## src/rtl/regfile_pkg.sv

```systemverilog
// Shared register-file types and sizes used by the regfile dump unit.
// Holds the dump FSM state encoding.
package regfile_pkg;

    localparam int DATA_WIDTH = 32;
    localparam int ADDR_WIDTH = 5;
    localparam int NUM_REGS   = 32;

    typedef logic [ADDR_WIDTH-1:0] reg_addr_t;
    typedef logic [DATA_WIDTH-1:0] reg_word_t;

    typedef enum logic [1:0] {
        IDLE,
        READ,
        SEND,
        FIN
    } dump_state_t;

endpackage

```

## src/rtl/regfile_dump_unit.sv

```systemverilog
// Debug readout engine: walks a regfile address range on a spare read port
// and streams {addr, data} words out; REGDUMP_SKIP_X0_EN suppresses x0.
module regfile_dump_unit #(
    parameter int DATA_WIDTH = regfile_pkg::DATA_WIDTH,
    parameter int ADDR_WIDTH = regfile_pkg::ADDR_WIDTH,
    parameter int NUM_REGS   = regfile_pkg::NUM_REGS
) (
    input  logic                  clk,
    input  logic                  rst_n,
    input  logic                  start,
    input  logic [ADDR_WIDTH-1:0] first_addr,
    input  logic [ADDR_WIDTH-1:0] last_addr,
    input  logic                  abort,
    output logic [ADDR_WIDTH-1:0] rf_read_addr,
    input  logic [DATA_WIDTH-1:0] rf_read_data,
    output logic                  out_valid,
    input  logic                  out_ready,
    output logic [ADDR_WIDTH-1:0] out_addr,
    output logic [DATA_WIDTH-1:0] out_data,
    output logic                  out_last,
    output logic                  busy,
    output logic                  done
);

    import regfile_pkg::*;

    localparam logic [ADDR_WIDTH-1:0] TOP_ADDR = ADDR_WIDTH'(NUM_REGS - 1);

    dump_state_t           state;
    logic [ADDR_WIDTH-1:0] cur;
    logic [ADDR_WIDTH-1:0] end_addr;
    logic [ADDR_WIDTH-1:0] next_addr;

    // The read port is only steered while capturing; otherwise it parks at x0.
    assign rf_read_addr = (state == READ) ? cur : '0;
    assign next_addr    = (cur == TOP_ADDR) ? '0 : cur + 1'b1;

    always_ff @(posedge clk or negedge rst_n) begin
        if (!rst_n) begin
            state     <= IDLE;
            cur       <= '0;
            end_addr  <= '0;
            out_valid <= 1'b0;
            out_addr  <= '0;
            out_data  <= '0;
            out_last  <= 1'b0;
            busy      <= 1'b0;
            done      <= 1'b0;
        end else begin
            done <= 1'b0;
            unique case (state)
                IDLE: begin
                    if (start) begin
                        cur      <= first_addr;
                        end_addr <= last_addr;
                        busy     <= 1'b1;
                        state    <= READ;
                    end
                end
                READ: begin
                    if (abort) begin
                        out_valid <= 1'b0;
                        busy      <= 1'b0;
                        state     <= IDLE;
                    end
`ifdef REGDUMP_SKIP_X0_EN
                    else if (cur == '0 && cur != end_addr) begin
                        cur <= {{(ADDR_WIDTH-1){1'b0}}, 1'b1};
                    end else if (cur == '0) begin
                        done  <= 1'b1;
                        state <= FIN;
                    end
`endif
                    else begin
                        out_addr  <= cur;
                        out_data  <= (cur == '0) ? '0 : rf_read_data;
                        out_last  <= (cur == end_addr);
                        out_valid <= 1'b1;
                        state     <= SEND;
                    end
                end
                SEND: begin
                    if (abort) begin
                        out_valid <= 1'b0;
                        busy      <= 1'b0;
                        state     <= IDLE;
                    end else if (out_ready) begin
                        out_valid <= 1'b0;
                        if (out_last) begin
                            done  <= 1'b1;
                            state <= FIN;
                        end else begin
                            cur   <= next_addr;
                            state <= READ;
                        end
                    end
                end
                FIN: begin
                    busy  <= 1'b0;
                    state <= IDLE;
                end
                default: begin
                    busy  <= 1'b0;
                    state <= IDLE;
                end
            endcase
        end
    end

endmodule

```

## config.mk

```make
export PLATFORM = sky130hd
export DESIGN_NAME = regfile_dump_unit
export DESIGN_NICKNAME = d
export VERILOG_FILES = /design/src/rtl/regfile_pkg.sv /design/src/rtl/regfile_dump_unit.sv
export SDC_FILE = /design/constraint.sdc
export NUM_CORES = 1
export LEC_CHECK = 0
export BUFFER_PORTS_ARGS = -buffer_cell sky130_fd_sc_hd__buf_2
export CAP_MARGIN = 20
export CORE_MARGIN = 1
export CORE_UTILIZATION = 30
export DETAILED_ROUTE_END_ITERATION = 6
export HOLD_SLACK_MARGIN = 0.02
export PLACE_DENSITY = 0.53
export SETUP_SLACK_MARGIN = 0.4
export SYNTH_ARGS = -nofsm -noshare
export SYNTH_HDL_FRONTEND = slang
export SYNTH_SLANG_ARGS = --single-unit
```

## constraint.sdc

```tcl
create_clock -name clk -period 1.7 [get_ports clk]
set_clock_uncertainty 0.1 [all_clocks]
set_input_delay 0.425 -clock clk [delete_from_list [all_inputs] [get_ports clk]]
set_output_delay 0.425 -clock clk [all_outputs]
set_load 0.05 [all_outputs]
```

==> results.yml <==
status:
  status: "finished with violations"
  violations: "negative setup slack"
critical_path:
  crit_type: "reg2out"
  reg2reg_depth: 6
  worstPathMaxFanout: 7
  cpPeakStageDelay_ps: 450
  arrival_ps: 1250
  cp-startpoint: "state[0]"
  cp_top_family: "flip-flops"
  r2r_slack_ps: -50
  r2r-end: "cur[3]"
  setup.worst_path.end_class: "output pin"
  crit_chain: "ha_4 > and2_4 > buf_8"
  rr_startpoint: "cur[1]"
  crit_required_ps: 1170
  start_kind: "register"
  slowest_stage: "dfrtp_2"
  cp.buffers_inverters: 1
layout:
  final_cell_mix: "56 x buf_6, 51 x dfrtp_1, 46 x buf_2, 44 x buf_4, 32 x a22o_1"
  nets: 392
  final_common_cell: "buf_6"
  antennaDiodeCount: 0
  instances_no_fill: 440
  final_util_pct: 53.95
  final_layout_size_suffix_gt1_share_pct: 62.72
  syn_to_final_growth_pct: 73.54
global_route:
  antenna_found_initial: 0
  grt_usage_pct: 15.13
  grt_pass1_wl_mm: 9.770
  grt_pass1_vias: 1931
  gr-usage-met3_pct: 2.429
  grt_start_max_net_pins: 54
  grtUsageMet1_pct: 19.63
  grtUsageMet2_pct: 25.38
  overflow: 0
  grt.busiest_layer: "met2"
clocking:
  clkLatencyLatePin_ps: 310
  cts_tree: "done"
  clock_path_buffers: 2
  cts_buffers: 5
  cts_num_sinks: 53
  htree_levels: 2
  cts-root-buf: "clkbuf_8"
  clk_pin_slew_ps: 110
route:
  drcViolationCount: 0
  dr_total_vias: 2020
  antenna_left: 0
  vias_per_cell: 4.591
  drt_iter0_markers: 55
  wirelength_mm: 6.319
  drtPass1Iterations: 4
  wl_per_cell_um: 14.36
placement:
  place_ws_ps: -86.09
  gp_congestion: 0.7190
  dp_cells: 381
  io_buffers: 92
  dpl.hpwl_mm: 3.992
timing:
  period_needed_ps: 1775
  final_max_slew_viol_count: 0
  finalHoldViolations: 0
  slew_headroom_pct: 80.77
  fmax_mhz: 563.5
  rsz0062_at_grt: "yes"
  finalCritPeriodShare_pct: 104.4
  tightest_slew_ps: 288.4
  worst_slack_ps: -74.56
  holdWs_ps: 227.6
  setup_violations: 10
synth:
  ys.warnings.count: 0
  ys_types: 39
  yosysSeqAreaShare_pct: 55.21
  postSynthCellCount: 178
  synth_area_um2: 2402
  synth_fp_nets: 233
  ys_ff_latch: 53
  syn_area_per_cell_um2: 13.50
hold_path:
  hp-start: "rf_read_data[16]"
  min_to: "out_data[16]"
  min_delay_path_depth: 2
  hold_class: "in2reg"
pwr:
  vdd_drop_max_mv: 0.9174
  cellPowerDensity_nw_per_um2: 2356
  p_leak_nw: 2.087
  p_total_mw: 9.822
die:
  start_util_pct: 31.09
  die_w_um: 91.49
  die_area_um2: 8370
  io_pins: 93
  rows: 32
  core-area_um2: 7727
  die_h_um: 91.49
job:
  drv_cap: 0
## flip-flops by register name, indices dropped and copies added, names as in the netlist
name,cells
out_valid,1
cur,5
state,2
out_data,32
done,1
out_last,1
out_addr,5
busy,1
end_addr,5
## cell usage after synthesis (all sizes together)
cell type | number | share of area, %
a21oi | 1 | 0.21
a22o | 32 | 12
a2bb2oi | 1 | 0.36
and2 | 5 | 1.3
and2b | 1 | 0.31
and3 | 1 | 0.26
and4b | 1 | 0.47
buf | 10 | 3.9
dfrtp | 53 | 55
ha | 8 | 4.2
inv | 9 | 1.4
mux2 | 13 | 6.7
mux2i | 4 | 1.7
nand2 | 6 | 0.94
nand2b | 5 | 1.6
nand3 | 3 | 1.1
nand3b | 1 | 0.31
nor2 | 2 | 0.62
nor2b | 1 | 0.26
nor4b | 1 | 0.99
o2111ai | 1 | 0.36
o21a | 1 | 0.31
o21ai | 5 | 1.0
o22a | 1 | 0.36
o22ai | 3 | 0.78
o2bb2ai | 1 | 0.36
o41ai | 1 | 0.68
or3b | 1 | 0.36
xnor2 | 4 | 1.5
xor2 | 2 | 0.73
## worst max-delay path by stage
| stage | to | slack (ps) | depth (start not counted) |
|---|---|---|---|
| floorplan | cur[4] | -30 | 5 |
| global placement | cur[3] | -50 | 6 |
| detailed placement | cur[3] | -90 | 6 |
| CTS | rf_read_addr[4] | -90 | 4 |
| global route | cur[3] | -130 | 6 |
| finish | rf_read_addr[2] | -70 | 3 |
## per-stage QoR
| stage | instance area [µm²] | setup TNS (ps) |
|---|---|---|
| floorplan | 2470 | -36.06 |
| global route | 4169 | -1046 |
| finish | 4169 | -491.3 |
| global placement | 3122 | -1073 |
| CTS | 3916 | -1045 |
| detailed placement | 3122 | -1550 |
## cells by family (layout without fill, tap and decap cells)
| kind of cell | Yosys count | after routing | share of synthesized area (%) |
|---|---|---|---|
| AOI/OAI and AO/OA | 47 | 47 | 16.15 |
| xor gates and xnor gates | 6 | 6 | 2.187 |
| adders and majority gates | 8 | 8 | 4.167 |
| buffers and inverters | 19 | 178 | 5.312 |
| DFF | 53 | 53 | 55.21 |
| muxes | 17 | 17 | 8.386 |
| and+or+nand+nor | 28 | 29 | 8.594 |
## layer usage
layer  vias to the layer above  part of all wire, %
li1                        965                    -
met1                      1003                   45
met2                        43                   50
met3                         9                  2.7
met4                         0                  1.7
met5                         -                    0
## power by group
part	switching, mW	total, mW	internal [mW]
logic	3.42	6.75	3.33
registers	0.480	2.35	1.87
clock network	0.429	0.723	0.293
## layout make-up
cell class / instances / area (µm²)
Fill cell: 675 / 3558
Timing Repair Buffer: 161 / 1474
Sequential cell: 53 / 1329
Multi-Input combinational cell: 107 / 1107
Tap cell: 102 / 127.6
Clock buffer: 5 / 68.82
Inverter: 9 / 41.29
Clock inverter: 3 / 21.27
## what timing repair did
item,4_1_cts,5_1_grt
hold buffers,1,0
pin swaps,6,24
endpoints found under the hold margin,53,0
gates resized for setup,125,27
gates cloned,3,1
setup buffers,29,17
setup endpoints to repair,96,99
Note: power is estimated with default switching activity, not from simulation.
